File: src/rtl/hazard_pkg.sv
// Shared types and constants for the pipeline hazard controller.
package hazard_pkg;

   localparam int unsigned REG_W = 5;
   localparam int unsigned FWD_W_BITS = 2;

   typedef enum logic [1:0] {
      RUN     = 2'd0,
      I_WAIT  = 2'd1,
      D_WAIT  = 2'd2,
      ID_WAIT = 2'd3
   } mem_wait_e;

   localparam logic [FWD_W_BITS-1:0] FWD_RF = 2'b00;
   localparam logic [FWD_W_BITS-1:0] FWD_W  = 2'b01;
   localparam logic [FWD_W_BITS-1:0] FWD_M  = 2'b10;

   // Register zero is hardwired, so it never participates in a hazard.
   function automatic logic reg_match(input logic [REG_W-1:0] a, input logic [REG_W-1:0] b);
      return (a != '0) && (a == b);
   endfunction

endpackage

File: src/rtl/fwd_sel.sv
// Execute-stage forward select for one source operand; M result beats W result.
module fwd_sel
   import hazard_pkg::*;
(
   input  logic [REG_W-1:0]      src_i,
   input  logic [REG_W-1:0]      write_reg_m_i,
   input  logic                  reg_write_m_i,
   input  logic [REG_W-1:0]      write_reg_w_i,
   input  logic                  reg_write_w_i,
   output logic [FWD_W_BITS-1:0] fwd_o
);

   always_comb begin
      fwd_o = FWD_RF;
      if (reg_write_m_i && reg_match(write_reg_m_i, src_i)) begin
         fwd_o = FWD_M;
      end else if (reg_write_w_i && reg_match(write_reg_w_i, src_i)) begin
         fwd_o = FWD_W;
      end
   end

endmodule

File: src/rtl/hazard_ctrl.sv
// Hazard, forwarding and cache-miss stall controller for the 5-stage pipeline,
// with a registered refill-wait FSM and a stall-cycle counter.
module hazard_ctrl
   import hazard_pkg::*;
#(
   parameter int unsigned CNT_W = 32
) (
   input  logic                  clk_i,
   input  logic                  rst_i,
   input  logic [REG_W-1:0]      rs_d_i,
   input  logic [REG_W-1:0]      rt_d_i,
   input  logic [1:0]            branch_d_i,
   input  logic                  jr_d_i,
   input  logic [REG_W-1:0]      rs_e_i,
   input  logic [REG_W-1:0]      rt_e_i,
   input  logic [REG_W-1:0]      write_reg_e_i,
   input  logic                  reg_write_e_i,
   input  logic                  mem_to_reg_e_i,
   input  logic [REG_W-1:0]      write_reg_m_i,
   input  logic                  reg_write_m_i,
   input  logic                  mem_to_reg_m_i,
   input  logic [REG_W-1:0]      write_reg_w_i,
   input  logic                  reg_write_w_i,
   input  logic                  i_miss_i,
   input  logic                  i_done_i,
   input  logic                  d_miss_i,
   input  logic                  d_done_i,
   output logic                  stall_f_o,
   output logic                  stall_d_o,
   output logic                  stall_e_o,
   output logic                  stall_m_o,
   output logic                  flush_e_o,
   output logic                  flush_w_o,
   output logic                  forward_a_d_o,
   output logic                  forward_b_d_o,
   output logic [FWD_W_BITS-1:0] forward_a_e_o,
   output logic [FWD_W_BITS-1:0] forward_b_e_o,
   output logic [CNT_W-1:0]      stall_cnt_o
);

   mem_wait_e               state_q, state_d;
   logic [CNT_W-1:0]        cnt_q, cnt_d;
   logic [FWD_W_BITS-1:0]   fwd_a_e, fwd_b_e;
   logic                    lw_stall, br_stall, fetch_stall, mem_stall;
   logic                    hit_e_rs, hit_e_rt, hit_m_rs, hit_m_rt;

   fwd_sel u_fwd_a (
      .src_i         (rs_e_i),
      .write_reg_m_i (write_reg_m_i),
      .reg_write_m_i (reg_write_m_i),
      .write_reg_w_i (write_reg_w_i),
      .reg_write_w_i (reg_write_w_i),
      .fwd_o         (fwd_a_e)
   );

   fwd_sel u_fwd_b (
      .src_i         (rt_e_i),
      .write_reg_m_i (write_reg_m_i),
      .reg_write_m_i (reg_write_m_i),
      .write_reg_w_i (write_reg_w_i),
      .reg_write_w_i (reg_write_w_i),
      .fwd_o         (fwd_b_e)
   );

   always_ff @(posedge clk_i or posedge rst_i) begin
      if (rst_i) begin
         state_q <= RUN;
         cnt_q   <= '0;
      end else begin
         state_q <= state_d;
         cnt_q   <= cnt_d;
      end
   end

   // Next state, hazard detection and stage controls; reset forces every control low.
   always_comb begin
      state_d       = state_q;
      cnt_d         = cnt_q;
      stall_f_o     = 1'b0;
      stall_d_o     = 1'b0;
      stall_e_o     = 1'b0;
      stall_m_o     = 1'b0;
      flush_e_o     = 1'b0;
      flush_w_o     = 1'b0;
      forward_a_d_o = 1'b0;
      forward_b_d_o = 1'b0;
      forward_a_e_o = FWD_RF;
      forward_b_e_o = FWD_RF;

      unique case (state_q)
         RUN: begin
            if (d_miss_i && i_miss_i) state_d = ID_WAIT;
            else if (d_miss_i)        state_d = D_WAIT;
            else if (i_miss_i)        state_d = I_WAIT;
         end
         I_WAIT: begin
            if (i_done_i && d_miss_i) state_d = D_WAIT;
            else if (i_done_i)        state_d = RUN;
            else if (d_miss_i)        state_d = ID_WAIT;
         end
         D_WAIT: begin
            if (d_done_i) state_d = RUN;
         end
         ID_WAIT: begin
            if (i_done_i && d_done_i) state_d = RUN;
            else if (d_done_i)        state_d = I_WAIT;
            else if (i_done_i)        state_d = D_WAIT;
         end
         default: state_d = RUN;
      endcase

      hit_e_rs = reg_match(write_reg_e_i, rs_d_i);
      hit_e_rt = reg_match(write_reg_e_i, rt_d_i);
      hit_m_rs = reg_match(write_reg_m_i, rs_d_i);
      hit_m_rt = reg_match(write_reg_m_i, rt_d_i);

      lw_stall = mem_to_reg_e_i && (hit_e_rs || hit_e_rt);
      // jr only reads rs, so rt hazards are ignored for it.
      br_stall = ((branch_d_i != 2'b00) &&
                  ((reg_write_e_i && (hit_e_rs || hit_e_rt)) ||
                   (mem_to_reg_m_i && (hit_m_rs || hit_m_rt)))) ||
                 (jr_d_i && ((reg_write_e_i && hit_e_rs) || (mem_to_reg_m_i && hit_m_rs)));

      mem_stall   = d_miss_i || (state_q == D_WAIT) || (state_q == ID_WAIT);
      fetch_stall = i_miss_i || (state_q == I_WAIT) || (state_q == ID_WAIT);

      if (!rst_i) begin
         stall_f_o     = lw_stall || br_stall || fetch_stall || mem_stall;
         stall_d_o     = stall_f_o;
         stall_e_o     = mem_stall;
         stall_m_o     = mem_stall;
         flush_w_o     = mem_stall;
         flush_e_o     = (lw_stall || br_stall || fetch_stall) && !mem_stall;
         forward_a_d_o = reg_write_m_i && hit_m_rs;
         forward_b_d_o = reg_write_m_i && hit_m_rt;
         forward_a_e_o = fwd_a_e;
         forward_b_e_o = fwd_b_e;
      end

      if (stall_f_o) cnt_d = cnt_q + CNT_W'(1);
   end

   assign stall_cnt_o = cnt_q;

endmodule

File: config.mk
export PLATFORM = sky130hd
export DESIGN_NAME = hazard_ctrl
export DESIGN_NICKNAME = d
export VERILOG_FILES = /design/src/rtl/hazard_pkg.sv /design/src/rtl/fwd_sel.sv /design/src/rtl/hazard_ctrl.sv
export SDC_FILE = /design/constraint.sdc
export NUM_CORES = 1
export LEC_CHECK = 0
export BUFFER_PORTS_ARGS = -buffer_cell sky130_fd_sc_hd__buf_2
export CAP_MARGIN = 5
export CORE_UTILIZATION = 25
export DETAILED_ROUTE_END_ITERATION = 12
export PLACE_DENSITY = 0.58
export SYNTH_ARGS = -nofsm -noshare
export SYNTH_HDL_FRONTEND = slang
export SYNTH_SLANG_ARGS = --single-unit
File: constraint.sdc
create_clock -name clk_i -period 2 [get_ports clk_i]
set_input_delay 0.2 -clock clk_i [delete_from_list [all_inputs] [get_ports clk_i]]
set_output_delay 0.2 -clock clk_i [all_outputs]
set_load 0.005 [all_outputs]
==> reports/results.ini <==
[clocking]
cts_tree=done
ctsRootBufferMaster=clkbuf_8
clk_path_buf_depth=2
clock-sinks=34
clk_pin_slew_worst_paths_ps=70
worst_skew_pair.late_latency_ps=280
htreeDepth=2
cts-buffers-inserted=5

[floorplanning]
pin_count=93
dieHeight_um=96.9
num_rows=34
die-area_um2=9390
start_util=0.258
core_um2=8720
die_w_um=96.9

[placement]
gp_congestion=0.813
io_buffer_count=92
place_hpwl_um=4710

[min_path]
hp-class=in -> reg
hold_depth=2

[pwr]
power_density_nw_per_um2=691
p_comb_frac=0.230
power_leakage_nw=1.45
clock_power_share=0.363
total_power_w=0.00211
p_int_w=0.00151
p_seq_frac=0.407
netSwitchingFraction=0.282
net-switching-power_w=0.000596
ir_worst_vdd_uv=383

[critical_path]
critPathKind=reg -> out
worstPathArrival_ps=1720
worst_r2r_path_depth=7
crit_fanout=3
cp-start-kind=flip-flop
cp-end-kind=primary output
reg2reg_slack_ps=130
required_ps=1800

[logic_synthesis]
synth-simple-area-share=0.253
synthTopCellsByArea=dfrtp_1, xnor2_1, xor2_1
synth.most_common_cell=xnor2_1
seq_area_frac_synth=0.378
synth.distinct_cells=36
syn_area_um2=2250
synth-seq-cells=34
synth_warnings=0
netlist_instances=231
async_flop_share=1.00
synth_top_family_by_area=XOR/XNOR gates
synth_top_area_cell=dfrtp_1
avgSynthCellArea_um2=9.75
synth_fp_nets=281
yosysTopAreaCellShare=0.378
yosys.area_share.xor_xnor=0.276
synthMuxAreaShare=0.00500
synth_flop_cell=dfrtp_1
synth_common_cells=xnor2_1, dfrtp_1, nand3_1
synth_edf_count=0
synth-compound-area-share=0.0389
synthAdderAreaFrac=0.00556

[timing]
worst_pin_slew_ps=438
hold_viol_final=0
timing.fmax_mhz=521
setup_viol=0
fin_crit_ps=1920
min_period_over_period=0.959
holdWs_ps=93.9
drv_slew=0
fin_skew_ps=7.83
relSlewSlack=0.708

[grt]
grt_usage=0.126
grt_max_degree=36
grt-ovfl-total=0
antenna_found_initial=0
grt_pass1_wl_um=9660
grt_pass1_vias=1972

[routing]
wl_um=5850
first_pass_iters=4
wl_per_cell_um=13.3
vias=2071
drtAntennaViolNets=0
drt_iter0_drc=48
route.detailed.drc=0
vias_per_cell=4.71

[cells_and_area]
utilization=0.350
drive_gt1_frac=0.401
areaGrowthSynthToFinish_pct=35.4
insertedDiodeCount=0
nNetsFinal=381
fillers=902

[run_status]
status=completed

[run]
max_cap_viol_count=0

-- repair_timing --
action / CTS / global route
buffers inserted: 0 / 3
pin swaps: 0 / 3
gates cloned: 0 / 0
endpoints found under the setup margin: 2 / 5
resized for setup: 3 / 2
hold endpoints to repair: 2 / 0
hold buffers: 1 / 0
-- path summary, 6_finish.rpt --
path                                        startpoint                          end
setup / recovery                state_q[1]$_DFFE_PP0P_                    stall_f_o
hold / removal                                d_done_i       state_q[1]$_DFFE_PP0P_
setup reg to reg            stall_cnt_o[7]$_DFFE_PP0P_  stall_cnt_o[31]$_DFFE_PP0P_
hold reg to reg            stall_cnt_o[29]$_DFFE_PP0P_  stall_cnt_o[29]$_DFFE_PP0P_
max in group asynchronous                        rst_i       state_q[0]$_DFFE_PP0P_
min in group asynchronous                        rst_i   stall_cnt_o[1]$_DFFE_PP0P_
-- cell usage in the layout, fill, tap and decap left out, types with 5 or more instances in the layout --
master	netlist	final
and3_1	6	5
and3_2	5	5
buf_2	6	92
buf_4	3	14
clkbuf_8	0	5
dfrtp_1	34	33
nand2_1	6	6
nand3_1	30	30
nand4_1	11	11
nor2_1	13	13
nor3_1	11	10
xnor2_1	47	47
xor2_1	24	24
-- routing by layer --
metal | part of all wire | up-vias | GRT usage
li1 | - | 1008 | -
met1 | 0.44 | 961 | 0.153
met2 | 0.49 | 97 | 0.223
met3 | 0.071 | 5 | 0.0325
met4 | 0.0039 | 0 | 0.0299
met5 | 0 | - | 0
-- cells by family after synthesis --
| logic type | count (synthesis) |
|---|---|
| buf+inv | 17 |
| flops | 34 |
| compound gates | 10 |
| fa+ha+maj | 1 |
| simple gates | 97 |
| xor+xnor | 71 |
| mux | 1 |
-- area by class of cell --
| type | instances | area (um^2) | share of cell area |
|---|---|---|---|
| inverter | 3 | 15.0 | 0.00492 |
| sequential | 34 | 852 | 0.279 |
| timing repair buffer | 107 | 576 | 0.189 |
| clock buffer | 5 | 68.8 | 0.0226 |
| clock inverter | 3 | 68.8 | 0.0226 |
| multi-input combinational | 180 | 1340 | 0.438 |
| tap | 108 | 135 | 0.0443 |
-- state kept, by name (all words and copies together) (netlist names) --
signal and flops:
stall_cnt_o 32, state_q 2
-- power groups by stage --
stage / logic [W] / registers [W] / clock network [W]
6_report: 0.000486 / 0.000858 / 0.000765
5_1_grt: 0.000544 / 0.000877 / 0.000819
4_1_cts: 0.000490 / 0.000857 / 0.000787
3_5_place_dp: 0.000485 / 0.000870 / 0
3_3_place_gp: 0.000479 / 0.000867 / 0
2_1_floorplan: 0.000255 / 0.000869 / 0
-- worst max-delay path, cell delays in order, from the launching register on --
cell      delay, ps
dfrtp_1         410
nor4_4          290
o221ai_2        150
nor3_2          220
nor2_1           90
buf_4           150
buf_2           130
-- through the flow --
stage                     setup WS [ps]  setup TNS (ps)  instances  instance area (um^2)
after floorplan                     110               0        231                  2260
after global placement             95.3               0        428                  2850
after detailed placement           81.8               0        428                  2850
after CTS                         0.450               0        437                  3020
after global routing              -1.98           -3.11        440                  3050
final                              81.9               0        440                  3050
(Power assumes the default switching activity.)
